File: src/rtl/ttt_turn_controller.sv
// Tic-tac-toe turn sequencer: owns the board, alternates human (X) and AI (O) moves, detects win/draw.
// Optional WIN_LINE_EN adds a win_line output holding the completing line mask.
module ttt_turn_controller #(
  parameter int unsigned AI_TIMEOUT  = 1023,
  parameter bit          HUMAN_FIRST = 1'b1
) (
  input  logic       clk,
  input  logic       reset,
  input  logic       start,
  input  logic [8:0] human_press,
  input  logic [8:0] ai_press,
  output logic       ai_turn,
  output logic [8:0] x_cells,
  output logic [8:0] o_cells,
  output logic [1:0] winner,
  output logic       game_over,
  output logic       illegal,
  output logic       ai_forced
`ifdef WIN_LINE_EN
  ,
  output logic [8:0] win_line
`endif
);

  typedef enum logic [2:0] {
    S_IDLE,
    S_HUMAN,
    S_AI,
    S_CHECK,
    S_DONE
  } state_t;

  typedef enum logic {
    MV_X,
    MV_O
  } mover_t;

  localparam int unsigned CW = (AI_TIMEOUT < 2) ? 1 : $clog2(AI_TIMEOUT);
  localparam logic [CW-1:0] CNT_LAST = CW'(AI_TIMEOUT - 1);
  localparam state_t FIRST_STATE = HUMAN_FIRST ? S_HUMAN : S_AI;

  // rows abc/def/ghi, columns adg/beh/cfi, diagonals aei/ceg
  localparam logic [8:0] LINES [8] = '{
    9'h007, 9'h038, 9'h1C0,
    9'h049, 9'h092, 9'h124,
    9'h111, 9'h054
  };

  state_t        state, state_n;
  mover_t        mover, mover_n;
  logic [CW-1:0] cnt, cnt_n;
  logic [8:0]    x_n, o_n;
  logic [1:0]    winner_n;
  logic          illegal_n, forced_n;
  logic [8:0]    occupied, free_cells, free_low;
  logic [8:0]    owner_cells, line_mask;
  logic          human_legal, ai_legal;
`ifdef WIN_LINE_EN
  logic [8:0]    win_line_n;
`endif

  function automatic logic one_hot9(input logic [8:0] v);
    return (v != '0) && ((v & (v - 9'd1)) == '0);
  endfunction

  function automatic logic [8:0] complete_lines(input logic [8:0] own);
    logic [8:0] m;
    m = '0;
    for (int unsigned i = 0; i < 8; i++) begin
      if ((own & LINES[i]) == LINES[i]) m = m | LINES[i];
    end
    return m;
  endfunction

  assign occupied    = x_cells | o_cells;
  assign free_cells  = ~occupied;
  // isolate the lowest set bit of the free-cell mask
  assign free_low    = free_cells & (~free_cells + 9'd1);
  assign human_legal = one_hot9(human_press) && ((human_press & occupied) == '0);
  assign ai_legal    = one_hot9(ai_press) && ((ai_press & occupied) == '0);
  assign owner_cells = (mover == MV_X) ? x_cells : o_cells;
  assign line_mask   = complete_lines(owner_cells);

  always_comb begin
    state_n   = state;
    mover_n   = mover;
    cnt_n     = '0;
    x_n       = x_cells;
    o_n       = o_cells;
    winner_n  = winner;
    illegal_n = 1'b0;
    forced_n  = 1'b0;
`ifdef WIN_LINE_EN
    win_line_n = win_line;
`endif
    unique case (state)
      S_IDLE, S_DONE: begin
        if (start) begin
          x_n      = '0;
          o_n      = '0;
          winner_n = 2'b00;
`ifdef WIN_LINE_EN
          win_line_n = '0;
`endif
          state_n  = FIRST_STATE;
        end
      end
      S_HUMAN: begin
        if (human_press != '0) begin
          if (human_legal) begin
            x_n     = x_cells | human_press;
            mover_n = MV_X;
            state_n = S_CHECK;
          end else begin
            illegal_n = 1'b1;
          end
        end
      end
      S_AI: begin
        if (ai_legal) begin
          o_n     = o_cells | ai_press;
          mover_n = MV_O;
          state_n = S_CHECK;
        end else begin
          illegal_n = (ai_press != '0);
          if (cnt == CNT_LAST) begin
            o_n      = o_cells | free_low;
            mover_n  = MV_O;
            forced_n = 1'b1;
            state_n  = S_CHECK;
          end else begin
            cnt_n = cnt + 1'b1;
          end
        end
      end
      S_CHECK: begin
        if (line_mask != '0) begin
          winner_n = (mover == MV_X) ? 2'b01 : 2'b10;
`ifdef WIN_LINE_EN
          win_line_n = line_mask;
`endif
          state_n  = S_DONE;
        end else if (occupied == '1) begin
          winner_n = 2'b11;
          state_n  = S_DONE;
        end else begin
          state_n = (mover == MV_X) ? S_AI : S_HUMAN;
        end
      end
      default: state_n = S_IDLE;
    endcase
  end

  always_ff @(posedge clk or negedge reset) begin
    if (!reset) begin
      state     <= S_IDLE;
      mover     <= MV_X;
      cnt       <= '0;
      x_cells   <= '0;
      o_cells   <= '0;
      winner    <= 2'b00;
      illegal   <= 1'b0;
      ai_forced <= 1'b0;
      ai_turn   <= 1'b0;
      game_over <= 1'b0;
`ifdef WIN_LINE_EN
      win_line  <= '0;
`endif
    end else begin
      state     <= state_n;
      mover     <= mover_n;
      cnt       <= cnt_n;
      x_cells   <= x_n;
      o_cells   <= o_n;
      winner    <= winner_n;
      illegal   <= illegal_n;
      ai_forced <= forced_n;
      ai_turn   <= (state_n == S_AI);
      game_over <= (state_n == S_DONE);
`ifdef WIN_LINE_EN
      win_line  <= win_line_n;
`endif
    end
  end

endmodule

File: config.mk
export PLATFORM = sky130hd
export DESIGN_NAME = ttt_turn_controller
export DESIGN_NICKNAME = d
export VERILOG_FILES = /design/src/rtl/ttt_turn_controller.sv
export SDC_FILE = /design/constraint.sdc
export NUM_CORES = 1
export LEC_CHECK = 0
export ABC_AREA = 1
export CAP_MARGIN = 30
export CORE_MARGIN = 4
export CORE_UTILIZATION = 40
export DETAILED_ROUTE_END_ITERATION = 16
export GPL_TIMING_DRIVEN = 0
export PLACE_DENSITY = 0.65
export SLEW_MARGIN = 20
export SYNTH_ARGS = -nofsm -noshare
export SYNTH_HDL_FRONTEND = slang
export SYNTH_SLANG_ARGS = --single-unit
File: constraint.sdc
create_clock -name clk -period 1.7 [get_ports clk]
set_input_delay 0.425 -clock clk [delete_from_list [all_inputs] [get_ports clk]]
set_output_delay 0.425 -clock clk [all_outputs]
set_load 0.05 [all_outputs]
# Yosys cells after proc, flatten, opt, wreduce, memory -nomap -nowiden
# Cells that the tools add are included.
dict set report classes {
  muxes 45
  n_reduce_logical 21
  bitwise 11
  eq_ne 21
  addsub 4
}
# operator n
set op_table {}
lappend op_table {{two-way mux 9 bit} 9}
lappend op_table {{bitwise AND 9 bit} 5}
lappend op_table {{logical NOT 9 bit} 4}
lappend op_table {{bitwise OR 9 bit} 4}
lappend op_table {{case mux 9 bit (2 select lines)} 2}
lappend op_table {{== test 3 bit (second input constant)} 10}
lappend op_table {{two-way mux 10 bit} 3}
lappend op_table {{nonzero test 9 bit} 3}
lappend op_table {{two-way mux 3 bit} 8}
lappend op_table {{inverter 9 bit} 2}
lappend op_table {{subtractor 9 x 1 -> 9 bit (second input constant)} 2}
lappend op_table {{two-way mux 7 bit} 2}
lappend op_table {{case mux 3 bit (4 select lines)} 1}
lappend op_table {{adder 10 x 1 -> 10 bit (second input constant)} 1}
lappend op_table {{== test 10 bit (second input constant)} 1}
lappend op_table {{two-way mux 1 bit} 10}
lappend op_table {{two-way mux 2 bit} 5}
lappend op_table {{adder 9 x 1 -> 9 bit (second input constant)} 1}
lappend op_table {{== test 3 x 2 -> 1 bit (second input constant)} 3}
lappend op_table {{== test 9 bit (second input constant)} 1}
lappend op_table {{two-way mux 8 bit} 1}
lappend op_table {{AND reduction 4 bit} 2}
lappend op_table {{nonzero test 2 bit} 4}
lappend op_table {{two-way mux 6 bit} 1}
lappend op_table {{other kinds (9)} 17}
dict set report totals {
  register_bits 38
  inputBits 21
}

# Logic depth before layout (Yosys ltp)
dict set report depth {
  depth_word 14
  ltp_mapped 14
  ltp_nobuf 13
}

# Worst setup path before layout
# Ideal clock, no wire load.
dict set report synth_path {
  kind {reg-to-reg}
  start {register o_cells[3]}
  end {register o_cells[7]}
  stages_incl_launch_ff 14
  path_slack_ns -0.257
  required_ns 1.582
  n_path_buf 1
  t_arrival_ns 1.839
  synth_period_minus_slack_ns 1.957
  path_cell_list {dfrtp_1 -> nor2_2 -> inv_2 -> nand2_2 -> nand2_2 -> nor2_2 -> nand3_2 -> nor2_4 -> nand2_4 -> nand2_2 -> nand2_2 -> buf_6 -> nand3_2 -> nand2_1}
}
dict set report synth_between {
  elab_chain_cells 9
}
# item line
set synth_rtl {}
lappend synth_rtl {{start, declared} 14} ;# output logic [8:0] o_cells,
lappend synth_rtl {{start signal, assigned} 174} ;# o_cells <= o_n;
lappend synth_rtl {{bitwise OR 9 bit (*)} 75} ;# assign occupied = x_cells | o_cells;
lappend synth_rtl {{inverter 9 bit} 76} ;# assign free_cells = ~occupied;
lappend synth_rtl {{inverter 9 bit} 78} ;# assign free_low = free_cells & (~free_cells + 9'd1);
lappend synth_rtl {{adder 9 x 1 -> 9 bit} 78}
lappend synth_rtl {{bitwise AND 9 bit} 78}
lappend synth_rtl {{bitwise OR 9 bit} 127} ;# o_n = o_cells | free_low;
lappend synth_rtl {{two-way mux 9 bit} 126} ;# if (cnt == CNT_LAST) begin
lappend synth_rtl {{two-way mux 9 bit} 120} ;# if (ai_legal) begin
lappend synth_rtl {{case mux 9 bit (2 select lines)} 96} ;# unique case (state)
# Mark *: on every way between the ends. The rest lies on a longest branch, timed or not. The select of a mux whose other input is x is not followed.
# A chain may end at the register's enable or synchronous reset.

# Worst setup path after layout
dict set report layout_path {
  start {register o_cells[5]}
  end {register o_cells[5]}
}
dict set report layout_between {
  elab_chain_cells 9
}
# item line
set layout_rtl {}
lappend layout_rtl {{bitwise OR 9 bit} 75}
lappend layout_rtl {{inverter 9 bit} 76}
lappend layout_rtl {{inverter 9 bit} 78}
lappend layout_rtl {{adder 9 x 1 -> 9 bit} 78}
lappend layout_rtl {{bitwise AND 9 bit} 78}
lappend layout_rtl {{bitwise OR 9 bit} 127}
lappend layout_rtl {{two-way mux 9 bit} 126}
lappend layout_rtl {{two-way mux 9 bit} 120}
lappend layout_rtl {{case mux 9 bit (2 select lines)} 96}
# Several ways; a longest one is shown, not always the timed one. The select of a mux whose other input is x is not followed.

==> flow_summary_export.csv <==
group,metric,value,unit
status,status,"finished, violations left",
status,violations,"negative setup slack",
worst_setup_path,r2r_cells,12,
route,drc,0,
pwr,seq_power_share,0.310,
cts,clock_path_buffers,2,
final_layout,diodes,0,
pwr,p_sw,1.93,mW
final_layout,post-route-util,0.605,
cts,insertion_delay,0.29,ns
floorplanning,die_w,91.4,um
placement,place_area,3400,um2
timing,clock_skew,0.00567,ns
pwr,power_density,998,nW/um2
route,ant_nets,0,
floorplanning,coreArea,6790,um2
worst_setup_path,rrSetupSlack,-0.11,ns
worst_setup_path,slowest_stage,"dfrtp_2",
route,viasPerCell,5.07,
synthesis,yosysSeqAreaShare,0.341,
route,drtIter0Drc,243,
worst_setup_path,cp_top_family,"simple AND/OR/NAND/NOR gates",
pwr,p_leak,2.03,nW
synthesis,synth.ff_latch_count,38,
synthesis,synth_area,2790,um2
route,drt-met1-wl,3730,um
final_layout,regArea,975,um2
cts,clk_pin_slew,0.08,ns
timing,fin_tns_setup,-0.864,ns
worst_setup_path,rr_startpoint,"o_cells[5]",
timing,period_share,1.07,
route,met3_length,333,um
worst_setup_path,worstSetupEndpointType,"register",
worst_setup_path,cp_common_cell,"nand2_1",
timing,slew_viol_final,0,
timing,period_needed,1.81,ns
route,wl_per_cell,14.4,um
floorplanning,start_util,0.410,
synthesis,synth_warnings,0,
timing,worst_slack,-0.113,ns
worst_setup_path,cp_max_fo,5,
timing,worstMarginPinSlew,0.678,ns
final_layout,final_cell_area,4110,um2
route,vias,3062,
synthesis,syn-num-nets,433,
pwr,p_int,2.17,mW
route,dr.pass1.iters,7,
worst_setup_path,worst-path-buf-inv,3,
route,dr_wl_met2,4400,um
route,wl,8720,um
cts,numCtsBuffers,5,
cts,cts_tree,"built",
worst_setup_path,cpPeakStageDelay,0.46,ns
final_layout,num-nets-final,530,
global_routing,grt_antenna_before_repair,0,
final_layout,multi_input_comb_area,1870,um2
floorplanning,die_h,91.4,um
final_layout,area_growth,47.5,%
worst_setup_path,crit_chain,"inv_1 -> nand2_2 -> nand2_2 -> nand4_1 -> nor2_4 -> buf_6 -> buf_4 -> nand3_2 -> nand2_1 -> nand2_1 -> nand3_1 -> nand2_1",
placement,globalplace.congestion,0.913,
timing,rsz0062_at_grt,"yes",
global_routing,grt_pass1_wl,14300,um
final_layout,layout_commonest_cell,"nand2_1",
synthesis,synth_cells,410,
pwr,p_comb_frac,0.531,
timing,worst_slew_margin_rel,0.544,
cts,htreeDepth,2,
worst_setup_path,cp_data_required_time,1.89,ns
floorplanning,fp.dieArea,8360,um2
cts,clk_root_buffer_cell,"clkbuf_8",
global_routing,grt_overflow,0,
final_layout,fill_cells,625,
placement,port-buffer-count,44,
global_routing,grt_max_degree,28,
placement,hpwl,6170,um
timing,setup_viol,17,
pwr,max-vdd-ir-drop,0.591,mV
timing,holdWs,0.0175,ns
synthesis,avgSynthCellArea,6.79,um2
global_routing,grt_pass1_vias,3020,
final_layout,drive_above_1_share,0.407,
job,drv_cap,0,
cts,cts_sinks,38,
floorplanning,num_rows,30,
synthesis,synthDistinctLibCells,34,
final_layout,most-common-layout-cells,"105 x nand2_1, 37 x buf_4, 35 x inv_1",
pwr,swShare,0.471,
worst_setup_path,critPathLaunchType,"register",
worst_setup_path,crit_arrival,2.00,ns
hold_path,hold_path_class,"primary input to asynchronous set/reset pin",
floorplanning,io_pins,45,
route,routed.top_layer,"met4",
global_routing,grt_use_total,0.213,
placement,dpl_worst_slack,-0.791,ns
worst_setup_path,r2r-end,"o_cells[5]",
cts,ctsHoldBuffers,0,
timing,fmax,551,MHz
timing,hold_viol_final,0,
pwr,power_frac_clock,0.159,
worst_setup_path,path_class,"register to register",
==> layout make-up <==
type / instances / area share
multi-input cells: 317 / 0.456
flip-flops and latches: 38 / 0.237
repair buffers: 90 / 0.194
well taps: 96 / 0.0292
plain buffers: 7 / 0.0171
inverters: 48 / 0.0438
clock inverters: 1 / 0.00122
clock buffers: 7 / 0.0210
==> metal layers <==
layer,global-route usage,vias up
met5,0,-
li1,-,1507
met1,0.259,1438
met2,0.375,92
met3,0.0290,25
met4,0.0842,0
==> registers in the layout (all words and copies together) (netlist names) <==
signal	flops
cnt	10
o_cells	9
x_cells	9
illegal	1
state	3
ai_forced	1
winner	2
mover	1
ai_turn	1
game_over	1
==> what timing repair did <==
action                                  4_1_cts  5_1_grt
cloned                                        2        1
gates resized for setup                     122       66
pin swaps                                    18       35
endpoints found under the setup margin       62       45
buffers inserted                             25       17
==> stage by stage <==
stage          total power [mW]  instances
6_report                   4.10        604
5_1_grt                    4.35        604
4_1_cts                    3.85        586
3_5_place_dp               3.00        551
3_3_place_gp               2.99        550
2_1_floorplan              2.38        410
==> worst max path at each step <==
| stage | end | from | cells after the start | slack [ns] |
|---|---|---|---|---|
| 2_1_floorplan | o_cells[3] | o_cells[3] | 13 | -0.1 |
| 3_3_place_gp | x_cells[5] | reset | 1 | -0.84 |
| 3_5_place_dp | o_cells[0] | ai_press[1] | 12 | -0.79 |
| 4_1_cts | x_cells[2] | o_cells[2] | 12 | -0.07 |
| 5_1_grt | o_cells[6] | o_cells[5] | 12 | -0.18 |
| 6_report | o_cells[5] | o_cells[5] | 12 | -0.11 |
==> power groups by stage <==
stage	logic (mW)	clock network [mW]	registers, mW
finish	2.18	0.654	1.27
global route	2.35	0.710	1.28
CTS	1.92	0.672	1.25
detailed placement	1.72	0	1.28
global placement	1.71	0	1.28
floorplan	0.758	0	1.62
==> logic make-up after synthesis <==
logic type,synth area share
compound gates,0.0907
xor+xnor,0.0157
fa+ha+maj,0.00898
buf+inv,0.0813
flops,0.341
simple gates,0.462
==> synthesized netlist by cell type, drive strengths merged <==
| cell type | count | area (um2) |
|---|---|---|
| a21boi | 2 | 15.0 |
| a21oi | 5 | 25.0 |
| a31oi | 1 | 6.26 |
| buf | 5 | 37.5 |
| clkbuf | 2 | 8.75 |
| dfrtp | 38 | 951 |
| ha | 2 | 25.0 |
| inv | 48 | 180 |
| nand2 | 138 | 571 |
| nand3 | 52 | 320 |
| nand3b | 2 | 15.0 |
| nand4 | 5 | 46.3 |
| nor2 | 54 | 243 |
| nor3 | 10 | 71.3 |
| nor3b | 2 | 20.0 |
| o211ai | 2 | 15.0 |
| o21ai | 35 | 179 |
| o22ai | 2 | 12.5 |
| xnor2 | 2 | 17.5 |
| xor2 | 3 | 26.3 |
(Power assumes the default switching activity.)
